<file path="src/rtl/hazard_ctrl.sv">
// hazard_ctrl: load-use and HI/LO interlock detection for the 5-stage pipeline.
// Freezes PC and IF/ID, selects the ID/EX control bubble, and squashes IF/ID on
// a taken branch. It holds the only state tracking multiply/divide occupancy.
// Optional feature macro: HAZARD_MULDIV_INTERLOCK_EN builds the IDLE/BUSY
// occupancy tracker. Without it, HI/LO is treated as single-cycle:
// MulDivBusy stays 0 and HI/LO accesses never stall.
// Handshake/timing: all stall outputs are combinational from inputs and state
// (zero latency). While reset is high the outputs are forced to their
// free-running values.
module hazard_ctrl #(
  parameter int MULDIV_CYCLES = 32,
  parameter int CNT_W         = 6
) (
  input  logic       clk,
  input  logic       reset,
  input  logic [4:0] IdRs,
  input  logic [4:0] IdRt,
  input  logic       IdUsesRt,
  input  logic       IdHiLoUse,
  input  logic       ExMemRead,
  input  logic [4:0] ExRt,
  input  logic       ExHiLoEnable,
  input  logic       BranchTaken,
  output logic       PCWrite,
  output logic       IfIdWrite,
  output logic       IfIdFlush,
  output logic       HazardMuxSelect,
  output logic       MulDivBusy
);

  logic loaduse;
  logic hilo_stall;
  logic stall;
  logic busy;

  // Load in EX whose destination feeds a source of the ID instruction; $0 is exempt.
  always_comb begin
    loaduse = ExMemRead && (ExRt != 5'd0) &&
              ((ExRt == IdRs) || (IdUsesRt && (ExRt == IdRt)));
  end

`ifdef HAZARD_MULDIV_INTERLOCK_EN
  typedef enum logic {
    IDLE = 1'b0,
    BUSY = 1'b1
  } state_e;

  localparam logic [CNT_W-1:0] CNT_LOAD = CNT_W'(MULDIV_CYCLES);
  localparam logic [CNT_W-1:0] CNT_ONE  = CNT_W'(1);

  state_e           state_q, state_d;
  logic [CNT_W-1:0] cnt_q, cnt_d;

  // Next-state: start on a mult/div issue, count down, return to IDLE on the last cycle.
  // An issue seen while BUSY cannot happen (the HI/LO user is bubbled), so it is ignored.
  always_comb begin
    state_d = state_q;
    cnt_d   = cnt_q;
    case (state_q)
      IDLE: begin
        if (ExHiLoEnable) begin
          state_d = BUSY;
          cnt_d   = CNT_LOAD;
        end
      end
      BUSY: begin
        if (cnt_q == CNT_ONE) begin
          state_d = IDLE;
          cnt_d   = '0;
        end else begin
          cnt_d = cnt_q - CNT_ONE;
        end
      end
      default: begin
        state_d = IDLE;
        cnt_d   = '0;
      end
    endcase
  end

  // Occupancy registers; reset aborts any in-flight multiply/divide.
  always_ff @(posedge clk) begin
    if (reset) begin
      state_q <= IDLE;
      cnt_q   <= '0;
    end else begin
      state_q <= state_d;
      cnt_q   <= cnt_d;
    end
  end

  // Busy flag seen by the stall logic and the MulDivBusy output.
  always_comb begin
    busy       = (state_q == BUSY);
    hilo_stall = busy && IdHiLoUse;
  end
`else
  logic unused_muldiv;

  // Single-cycle HI/LO datapath: never busy, never a HI/LO stall.
  always_comb begin
    busy          = 1'b0;
    hilo_stall    = 1'b0;
    unused_muldiv = clk ^ ExHiLoEnable ^ IdHiLoUse;
  end
`endif

  // Output decode; a combined load-use and HI/LO hazard is still one stall.
  always_comb begin
    stall = loaduse || hilo_stall;
    if (reset) begin
      PCWrite         = 1'b1;
      IfIdWrite       = 1'b1;
      IfIdFlush       = 1'b0;
      HazardMuxSelect = 1'b0;
      MulDivBusy      = 1'b0;
    end else begin
      PCWrite         = !stall;
      IfIdWrite       = !stall;
      IfIdFlush       = BranchTaken && !stall;
      HazardMuxSelect = stall;
      MulDivBusy      = busy;
    end
  end

endmodule

</file>
<file path="config.mk">
export PLATFORM = sky130hd
export DESIGN_NAME = hazard_ctrl
export DESIGN_NICKNAME = d
export VERILOG_FILES = /design/src/rtl/hazard_ctrl.sv
export SDC_FILE = /design/constraint.sdc
export NUM_CORES = 1
export LEC_CHECK = 0
export BUFFER_PORTS_ARGS = -buffer_cell sky130_fd_sc_hd__buf_2
export CAP_MARGIN = 40
export CORE_AREA = 2 2 39 41
export DETAILED_ROUTE_END_ITERATION = 8
export DIE_AREA = 0 0 41 43
export MAX_ROUTING_LAYER = met4
export PLACE_DENSITY = 0.47
export SETUP_SLACK_MARGIN = 0.15
export SLEW_MARGIN = 40
export SYNTH_ARGS = -nofsm -noshare
export SYNTH_HDL_FRONTEND = slang
export SYNTH_SLANG_ARGS = --single-unit
</file>
<file path="constraint.sdc">
create_clock -name vclk -period 0.89
set_input_delay 0.0445 -clock vclk [all_inputs]
set_output_delay 0.0445 -clock vclk [all_outputs]
set_load 0.01 [all_outputs]
</file>
==> out/metrics.csv <==
stage,metric,value,unit
route,post-route DRC violation count,0,
yosys,cell count after synthesis,24,
sta,setup repair after global routing missed its margin,true,
placed_design,Placer Congestion,0.6079,
power,internal power component,91.00,uW
worst_setup_path,critical path class,in -> out,
power,cell leakage power,0.1618,nW
power,Gate power share,100.0,%
worst_setup_path,kind of end point of the critical path,output port,
global_routing,global-route wire length before repair,848,um
sta,worst path setup slack after routing,-0.2967,ns
die,Cell Rows,14,
route,total number of vias,237,
cells_and_area,summed area of non-filler cells in the final layout,346.6,um2
worst_setup_path,critical path's top delay family,simple AND/OR/NAND/NOR gates,
worst_hold_path,type of the tightest min-delay check,in -> out,
flow_run,count of max-cap constraint violations,0,
sta,final critical-path required period,1.187,ns
cells_and_area,number of antenna cells inserted,0,
global_routing,via count of the first global-routing pass,240,
global_routing,gr ovfl total,0,
yosys,dominant cells by area after synthesis,"sky130_fd_sc_hd__xnor2_1, sky130_fd_sc_hd__buf_4, sky130_fd_sc_hd__and3b_1",
route,total detailed-routing wirelength,521,um
sta,"Period Utilization, post-route",133.3,%
placed_design,count of buffers from port buffering,23,
die,Die Width,41,um
sta,peak clock frequency supported by timing,842.7,MHz
yosys,Post-Synthesis Net Count,46,
route,first-iteration detailed-routing DRC count,0,
power,total power after layout,147.6,uW
worst_setup_path,type of element launching the critical path,input pin,
yosys,"Warnings, synthesis",0,
cells_and_area,Clock Buffer Count,0,
sta,final setup fails,4,
sta,pins over their slew limit,0,
cells_and_area,number of cells in the finished layout apart from fillers,65,
worst_setup_path,highest-delay cell along the critical path,sky130_fd_sc_hd__or4_4,
placed_design,Detail Placement HPWL,506.7,um
power,worst vdd ir,70.28,uV
global_routing,number of antenna violations at the first check in global routing,0,
sta,Final Hold Vio Count,0,
clock_tree,post-CTS setup repair buffer count,0,
placed_design,cell area after placement,324.1,um2
die,Starting Density,12.57,%
outcome,failing checks,negative setup slack,
global_routing,global router's overall resource usage,6.551,%
worst_hold_path,Worst Hold Launch,BranchTaken,
sta,worst-case hold slack,0.4034,ns
cells_and_area,number of nets in the layout,73,
yosys,mapped cell area,173.9,um2
yosys,mean instance size in the synthesized netlist,7.247,um2
route,post-detailed-route count of antenna-violating nets,0,
worst_hold_path,terminating pin of the worst hold path,IfIdFlush,
yosys,distinct cell type count after synthesis,13,
die,vertical extent of the die,43,um
die,Core Area,1384,um2
cells_and_area,fraction of layout instances using a drive strength above 1,59.18,%
power,switching power,56.55,uW
yosys,fraction of synthesized cell area taken by the top area cell type,50.36,%
power,ratio of total power to cell area,425.7,nW/um2
power,part of the total power dissipated in sequential elements,0,%
power,part of the total power dissipated in the clock network,0,%
cells_and_area,Sequential Area,0,um2
route,average detailed-routed wire length per instance,8.015,um
cells_and_area,post-synthesis to final-layout area growth,99.28,%
die,I/O pin total,27,
worst_setup_path,CP max FO,3,
power,switching portion of total power,38.32,%
placed_design,placed insts,65,
placed_design,setup slack after placement,-0.3078,ns
worst_setup_path,buffering stage count on the worst path with inverters included,2,
yosys,proportion of synthesized chip area in sequential cells,0,%
route,total iterations of the first detailed-routing run,1,
worst_setup_path,arrival time at the worst endpoint,1.14,ns
die,area of the die,1763,um2
cells_and_area,layout sequential cell count,0,
yosys,cell type with the highest aggregate area in the netlist,sky130_fd_sc_hd__xnor2_1,
outcome,outcome,"finished, violations left",
route,detailed-route vias per instance,3.646,
worst_hold_path,instance count along the most critical hold path,4,
clock_tree,count of hold-fix buffers inserted at cts,0,
worst_setup_path,required time of the worst setup path,0.85,ns
worst_setup_path,largest incremental delay on the critical path,0.51,ns
global_routing,maximum number of pins on one net before global-route repair,4,
worst_setup_path,crit-path cells,buf_6 > or4_4 > o21a_1 > and3b_1 > buf_2,
## Yosys cell counts
cell type and instances:
sky130_fd_sc_hd__conb_1 1, sky130_fd_sc_hd__nand2b_1 1, sky130_fd_sc_hd__nand3_1 1, sky130_fd_sc_hd__xnor2_1 10
sky130_fd_sc_hd__a21oi_1 1, sky130_fd_sc_hd__and3b_1 1, sky130_fd_sc_hd__nand4_1 1, sky130_fd_sc_hd__buf_4 2
sky130_fd_sc_hd__o21a_1 1, sky130_fd_sc_hd__nand3b_1 1, sky130_fd_sc_hd__nand2_1 2, sky130_fd_sc_hd__or4_1 1
sky130_fd_sc_hd__o22ai_1 1
## worst max path at each step
stage / to / cells past startpoint / slack (ns) / start
floorplan: PCWrite / 4 / -0.18 / ExRt[3]
global placement: HazardMuxSelect / 5 / -0.31 / ExRt[3]
detailed placement: HazardMuxSelect / 5 / -0.31 / ExRt[3]
CTS: HazardMuxSelect / 5 / -0.31 / ExRt[0]
global route: HazardMuxSelect / 5 / -0.32 / ExRt[4]
finish: HazardMuxSelect / 5 / -0.30 / ExRt[4]
## layer usage
layer	track usage [%]	up-vias	part of all wire, %
li1	-	129	-
met1	7.278	100	37
met2	12.81	8	58
met3	0	0	4.6
met4	0	0	0
met5	-	-	0
## what timing repair did
item                       CTS  global route
resized for setup            1             3
pin swaps                    3             3
cloned                       0             0
setup endpoints to repair    4             4
## layout by cell type (no fill, tap or decap)
cell / synthesis / layout
sky130_fd_sc_hd__a21oi_1: 1 / 1
sky130_fd_sc_hd__o22ai_2: 0 / 1
sky130_fd_sc_hd__o21a_1: 1 / 1
sky130_fd_sc_hd__nand3b_1: 1 / 1
sky130_fd_sc_hd__xnor2_1: 10 / 10
sky130_fd_sc_hd__buf_6: 0 / 2
sky130_fd_sc_hd__or4_4: 0 / 1
sky130_fd_sc_hd__and3b_1: 1 / 1
sky130_fd_sc_hd__conb_1: 1 / 1
sky130_fd_sc_hd__buf_2: 0 / 21
sky130_fd_sc_hd__nand4_1: 1 / 1
sky130_fd_sc_hd__nand3_1: 1 / 1
sky130_fd_sc_hd__nand2b_1: 1 / 1
sky130_fd_sc_hd__nand2_1: 2 / 2
sky130_fd_sc_hd__buf_4: 2 / 4
## through the flow
step,util [%],TNS [ns]
2_1_floorplan,-,-0.4184
3_3_place_gp,23.42,-1.109
3_5_place_dp,23.42,-1.077
4_1_cts,23.87,-1.120
5_1_grt,25.05,-1.200
6_report,25.05,-1.033
## power groups by stage
stage                     sequential (mW)  combinational, mW  clock, mW
after detailed placement                0              0.139          0
after floorplan                         0             0.0658          0
final                                   0              0.148          0
after CTS                               0              0.143          0
after global routing                    0              0.165          0
after global placement                  0              0.139          0
## cell type report
class / instances / area, um2
multi-input combinational: 22 / 168.9
timing repair buffer: 27 / 157.7
tap: 16 / 20.02
fill: 166 / 1037
## logic make-up after synthesis
group / count (synthesis) / share of synthesized area, %
buffers and inverters: 2 / 8.631
AO/OA/AOI/OAI: 3 / 10.79
XOR/XNOR: 10 / 50.36
AND/OR/NAND/NOR: 8 / 28.07
other: 1 / 2.156
Note: power is estimated with default switching activity, not from simulation.
